==> src/rtl/elastic_tap_delay.sv <==
// elastic_tap_delay: WID-bit, DEP-stage delay line with per-stage valid bits, runtime tap select, flush and occupancy count
module elastic_tap_delay #(
  parameter int WID = 8,
  parameter int DEP = 8,
  parameter int SELW = $clog2(DEP),
  parameter bit RESET_DATA = 1'b1,
  parameter bit ZERO_INVALID = 1'b1
) (
  input  logic            clk,
  input  logic            rst_n,
  input  logic            ce,
  input  logic            flush,
  input  logic [SELW-1:0] sel,
  input  logic            i_valid,
  input  logic [WID-1:0]  i,
  output logic            o_valid,
  output logic [WID-1:0]  o,
  output logic [SELW-1:0] sel_q,
  output logic [SELW:0]   cnt,
  output logic            empty
);
  localparam logic [SELW-1:0] MAX_SEL = SELW'(DEP - 1);
  logic [WID-1:0] d [DEP];
  logic [DEP-1:0] v;
  logic [SELW:0]  cnt_n;
  logic [SELW-1:0] sel_c;
  // occupancy after this edge; the tap may only move when it lands on zero
  always_comb begin
    cnt_n = (!rst_n || flush) ? '0
          : ce ? cnt + (SELW+1)'(i_valid) - (SELW+1)'(v[DEP-1])
          : cnt;
    sel_c = (sel > MAX_SEL) ? MAX_SEL : sel;
  end
  // valid chain, occupancy and tap commit
  always_ff @(posedge clk) begin
    if (!rst_n) begin
      v     <= '0;
      sel_q <= '0;
    end else begin
      if (flush) v <= '0;
      else if (ce) v <= {v[DEP-2:0], i_valid};
      if (cnt_n == '0) sel_q <= sel_c;
    end
    cnt <= cnt_n;
  end
  // data chain shifts on every ce edge regardless of valid
  always_ff @(posedge clk) begin
    if (RESET_DATA && (!rst_n || flush)) begin
      for (int k = 0; k < DEP; k++) d[k] <= '0;
    end else if (rst_n && !flush && ce) begin
      d[0] <= i;
      for (int k = 1; k < DEP; k++) d[k] <= d[k-1];
    end
  end
  assign o_valid = v[sel_q];
  assign o       = (ZERO_INVALID && !o_valid) ? '0 : d[sel_q];
  assign empty   = (cnt == '0);
endmodule

==> config.mk <==
export PLATFORM = sky130hd
export DESIGN_NAME = elastic_tap_delay
export DESIGN_NICKNAME = d
export VERILOG_FILES = /design/src/rtl/elastic_tap_delay.sv
export SDC_FILE = /design/constraint.sdc
export NUM_CORES = 1
export LEC_CHECK = 0
export CORE_ASPECT_RATIO = 0.9
export CORE_MARGIN = 2
export CORE_UTILIZATION = 50
export CTS_CLUSTER_DIAMETER = 40
export DETAILED_ROUTE_END_ITERATION = 6
export PLACE_DENSITY_LB_ADDON = 0.12
export SYNTH_ARGS = -nofsm -noshare
export SYNTH_HDL_FRONTEND = slang
export SYNTH_SLANG_ARGS = --single-unit
==> constraint.sdc <==
create_clock -name clk -period 4.5 [get_ports clk]
set_input_delay 1.125 -clock clk [delete_from_list [all_inputs] [get_ports clk]]
set_output_delay 1.125 -clock clk [all_outputs]
set_load 0.02 [all_outputs]
==> results of run 1 <==
-- cell usage in the layout, fill, tap and decap left out, types with 2 or more instances in the layout --
cell type        instances
nand3b_1                 2
and2_1                  16
o21ai_0                  3
nand2b_2                 2
dfxtp_1                 18
clkdlybuf4s50_1         31
nor2_1                  18
buf_12                   2
inv_1                    7
mux4_2                  18
mux2i_1                 19
ha_1                     5
o31ai_1                  3
clkbuf_8                 9
nand2_1                  4
buf_4                    2
clkinv_1                 2
edfxtp_1                64
and3_1                  49
clkinvlp_4               2
-- synthesized netlist by cell type, types with 2 or more instances --
master,instances
edfxtp_1,64
and3_1,49
mux2i_1,19
dfxtp_1,18
mux4_2,18
nor2_1,18
and2_1,16
clkbuf_1,12
inv_1,7
ha_1,5
nand2_1,4
buf_2,3
o21ai_0,3
o31ai_1,3
buf_1,2
buf_6,2
nand3b_1,2
-- logic make-up (layout without fill, tap and decap cells) --
group                      count (synthesis)  in the layout  synth area share
AOI/OAI and AO/OA                          9              9            0.0158
xor gates and xnor gates                   1              1           0.00235
adders and majority gates                  6              6            0.0221
buffers and inverters                     28             59            0.0346
DFF                                       82             82             0.612
muxes                                     38             38             0.163
and+or+nand+nor                           96             96             0.150
-- final timing paths --
kind	start	end	slack [ps]
worst max-delay path	sel_q[1]$_SDFFE_PN0N_	o[2]	810
worst min-delay path	v[1]$_SDFFE_PN0P_	v[2]$_SDFFE_PN0P_	530
worst max register to register	cnt[0]$_DFF_P_	flip-flop	2030
worst min register to register	v[1]$_SDFFE_PN0P_	v[2]$_SDFFE_PN0P_	530
-- power by group --
part	switching, uW	total [uW]	internal [uW]
Clock	256	508	252
Combinational	59.2	131	72.1
Sequential	33.1	881	848
-- flip-flops by register name, summed over array words and instances (netlist names), named ones only --
| signal | count |
|---|---|
| cnt | 4 |
| v | 8 |
| sel_q | 3 |
| d | 64 |
-- per-stage QoR --
stage	setup slack, ps	utilization	cells	hold WS [ps]	area, sq um
floorplan	1000	-	260	477	3730
global placement	1130	0.576	368	501	4120
detailed placement	1140	0.576	368	512	4120
CTS	746	0.602	384	525	4300
global route	658	0.602	384	544	4300
finish	815	0.602	384	528	4300
-- critical path: cells and delay by family, from the launching register on --
kind	cells	cell delay [ps]
DFF	1	430
and+or+nand+nor	1	110
buffers and inverters	1	570
muxes	2	1100
-- final cells by class --
cell class              count  share of cell area
inverters                   7             0.00611
repair buffers             36              0.0861
well taps                  93              0.0271
flip-flops and latches     82               0.531
clock buffers              10              0.0297
clock inverters             6              0.0134
multi-input cells         150               0.307
-- routing by layer --
layer	GRT usage	vias to the layer above	part of all wire
li1	-	1026	-
met1	0.271	1105	0.50
met2	0.250	24	0.46
met3	0.0501	6	0.030
met4	0.0593	0	0.0087
met5	0	-	0
==> run_results.csv, run 1 <==
group,metric,value,unit
sta,fmax,271,MHz
sta,clock_skew,9.24,ps
critical_path,crit_path_top_delay_cell,"clkdlybuf4s50_1",
min_path,hold_class,"flip-flop to flip-flop",
floorplanning,die_h,85.9,um
power,total_power,1520,uW
place,portBuffers,32,
cts,post_cts_buffers,0,
critical_path,ff2ff_path_depth,9,
floorplanning,ios,33,
finish,diodes,0,
sta,finalCriticalPeriod,3690,ps
critical_path,crit_chain,"mux4_2 > mux2i_2 > nor2_1 > clkdlybuf4s50_1",
finish,area_growth,15.3,%
cts,cts_buffers,9,
sta,setup_violations,0,
route,first_pass_iters,4,
sta,setup_tns,0,ps
cts,clockBufferDepth,2,
synth,netlist_area,3730,sq um
global_routing,antenna_found_initial,0,
synth,synth_top_area_cell,"edfxtp_1",
sta,tightest_slew,769,ps
sta,hold_violations,0,
synth,syn_area_per_cell,14.3,sq um
cts,cts_root_buffer,"clkbuf_8",
floorplanning,dieWidth,95.0,um
finish,seqCellArea,2280,sq um
flow_run,cap_violations,0,
route,vias,2161,
floorplanning,coreArea,7150,sq um
cts,cts.repair.resized,0,
synth,synthCells,260,
cts,cts_tree,"built",
cts,worst_skew_pair.late_latency,350,ps
route,ant_nets,0,
place,place_congestion,0.739,
sta,relSlewSlack,0.487,
route,vias_per_cell,5.63,
finish,multi_input_area,1320,sq um
cts,path_clk_slew,80,ps
synth,ys_types,32,
critical_path,cp-end-kind,"primary output",
finish,fillers,556,
global_routing,grt_pass1_vias,2025,
power,powerDensity,353,nW/um^2
global_routing,grt_pass1_wl,10800,um
critical_path,slowest_delay,570,ps
global_routing,grt_usage,0.179,
global_routing,overflow,0,
critical_path,critPathKind,"flip-flop to primary output",
place,hpwl,4250,um
power,ir_drop,0.000236,V
critical_path,critPathArrivalTime,2560,ps
cts,holdBufCountCts,0,
floorplanning,start_util,0.522,
finish,nNetsFinal,308,
finish,drive_gt1_frac,0.141,
floorplanning,row_count,29,
sta,finalCritPeriodShare,0.819,
route,drc_errors,0,
synth,postSynth.asyncResetShare,0,
route,wl,6790,um
min_path,whs_path_depth,2,
synth,synth-edff-count,64,
route,drt_iter0_markers,97,
synth,ys_top_cells_by_area,"edfxtp_1 52%, mux4_2 11%, dfxtp_1 9.7%, and3_1 8.2%, mux2i_1 5.1%",
synth,yosysTopAreaCellShare,0.515,
synth,synth_flop_cell,"edfxtp_1",
synth,synth_nets,282,
sta,rsz0062_at_grt,"no",
cts,cts.sink_count,82,
synth,ys_seq_area_frac,0.612,
synth,yosysWarnings,0,
critical_path,cp-start-kind,"flip-flop",
synth,synth-seq-cells,82,
cts,htreeDepth,3,
global_routing,grt_start_max_net_pins,65,
sta,drv_slew,0,
power,leakage,0.00178,uW
critical_path,cp.required,3380,ps
run_status,status,"complete, no violations",
critical_path,critical_path.max_fanout,9,
route,wl_per_cell,17.7,um
floorplanning,die_area,8170,sq um
Power figures use the tool's default switching activity.
==> run 2, diff against run 1 <==
==> constraint.sdc (replaced) <==
create_clock -name clk -period 3.24 [get_ports clk]
set_input_delay 0.81 -clock clk [delete_from_list [all_inputs] [get_ports clk]]
set_output_delay 0.81 -clock clk [all_outputs]
set_load 0.02 [all_outputs]
==> run 2 against run 1 <==
Against the previous run:
- non-clock buffer count is 5 higher
- clock power is 40% higher
- critical endpoint is now o[0]
- combinational power is 56% higher
- total power is 40% higher
- utilization is 0.75 points higher
- cell area is 1.3% higher
- count of clock-buffer cells in the layout is 3 higher
- global-route usage is 0.51 points higher
- final cell count is 1.3% higher
- via count is 1.3% lower
- sequential share of layout area is 0.66 points lower
==> run_results.csv, run 2 (synthesis gave the netlist of run 1 again) <==
group,metric,value,unit
sta,drv_slew,0,
critical_path,critPathArrivalTime,2250,ps
cts,clockBufferDepth,2,
global_routing,grt_pass1_wl,11300,um
critical_path,cp.required,2430,ps
flow_run,cap_violations,0,
place,place_congestion,0.765,
route,ant_nets,0,
floorplanning,coreArea,7150,sq um
sta,hold_slack,521,ps
route,vias_per_cell,5.48,
floorplanning,ios,33,
sta,rsz0062_at_grt,"no",
min_path,hold_class,"flip-flop to flip-flop",
run_status,status,"complete, no violations",
global_routing,grt_start_max_net_pins,65,
sta,setup_violations,0,
sta,setup_tns,0,ps
power,leakage,0.00182,uW
floorplanning,row_count,29,
global_routing,grt_usage,0.184,
cts,holdBufCountCts,0,
finish,final_cell_mix,"64 x edfxtp_1, 49 x and3_1, 31 x clkdlybuf4s50_1",
cts,path_clk_slew,70,ps
finish,largest_reg_flops,64,
floorplanning,start_util,0.522,
finish,diodes,0,
finish,largest-register,"d",
finish,nNetsFinal,313,
finish,drive_gt1_frac,0.155,
sta,tightest_slew,573,ps
critical_path,critical_path.max_fanout,9,
route,drc_errors,0,
critical_path,timing.critical_path.from,"sel_q[1]$_SDFFE_PN0N_",
route,drt_iter0_markers,151,
sta,hold_violations,0,
min_path,worst_hold_startpoint,"cnt[2]$_DFF_P_",
route,first_pass_iters,4,
global_routing,antenna_found_initial,0,
power,ir_drop,0.000256,V
floorplanning,die_h,85.9,um
floorplanning,dieWidth,95.0,um
cts,cts_tree,"built",
finish,final_common_cell,"edfxtp_1",
sta,clock_skew,9.11,ps
cts,cts_buffers,9,
place,portBuffers,32,
finish,area_growth,16.8,%
finish,top_regs,"d: 64 flops, v: 8 flops, cnt: 4 flops",
route,vias,2133,
sta,finalCritPeriodShare,0.944,
cts,post_cts_buffers,0,
cts,cts.repair.resized,0,
sta,finalCriticalPeriod,3060,ps
floorplanning,die_area,8170,sq um
route,wl,6580,um
global_routing,grt_pass1_vias,2124,
cts,htreeDepth,3,
route,wl_per_cell,16.9,um
global_routing,overflow,0,
cts,worst_skew_pair.late_latency,340,ps
critical_path,reg2reg_from,"cnt[0]$_DFF_P_",
sta,relSlewSlack,0.617,
place,hpwl,4200,um
cts,cts_root_buffer,"clkbuf_8",
critical_path,cp-end-kind,"primary output",
critical_path,cp-start-kind,"flip-flop",
power,powerDensity,488,nW/um^2
power,total_power,2120,uW
cts,cts.sink_count,82,
sta,fmax,327,MHz
critical_path,critPathKind,"flip-flop to primary output",
## run 2: cell count changes in the layout (fill, tap and decap cells not counted), sizes merged
cell | previous run | this run
clkinvlp | 2 | 0
clkbuf | 10 | 13
clkinv | 3 | 2
buf | 5 | 10
## run 2: per-stage QoR
step           setup WS, ps  cell area, sq um  instances  utilization
2_1_floorplan          57.4              3730        260            -
3_3_place_gp            326              4170        373        0.583
3_5_place_dp            209              4170        373        0.583
4_1_cts                 149              4360        389        0.609
5_1_grt                96.8              4360        389        0.609
6_report                181              4360        389        0.609
## run 2: power breakdown
group | leakage (uW) | switching, uW | internal, uW
Sequential | 0.000891 | 30.8 | 1180
Combinational | 0.000829 | 98.2 | 107
Clock | 0.0000974 | 335 | 376
## run 2: layout make-up
type,instances,area [sq um]
Clock buffer,13,149
Sequential cell,82,2280
Clock inverter,3,40.0
Inverter,7,26.3
Timing Repair Buffer,41,420
Tap cell,93,116
Multi-Input combinational cell,150,1320
Fill cell,569,2790
## run 2: routing by layer
metal,part of all wire,GRT usage,vias to the layer above,wire length [um]
met5,0,0,-,0
met4,0.012,0.0751,0,80
met1,0.53,0.299,1059,3460
li1,-,-,1038,-
met3,0.027,0.0290,8,175
met2,0.43,0.245,28,2860
## run 2: final timing paths
kind	slack (ps)	endpoint	cells past startpoint
worst min register to register	520	cnt[2]$_DFF_P_	2
worst max-delay path	180	o[0]	5
worst min-delay path	520	cnt[2]$_DFF_P_	2
worst max register to register	790	sel_q[1]$_SDFFE_PN0N_	10
## run 2: critical path: stages (launching register included)
cell and delay [ps]:
dfxtp_1 410, mux4_2 540, mux2i_2 150, buf_4 210, nor2_1 70, clkdlybuf4s50_1 540
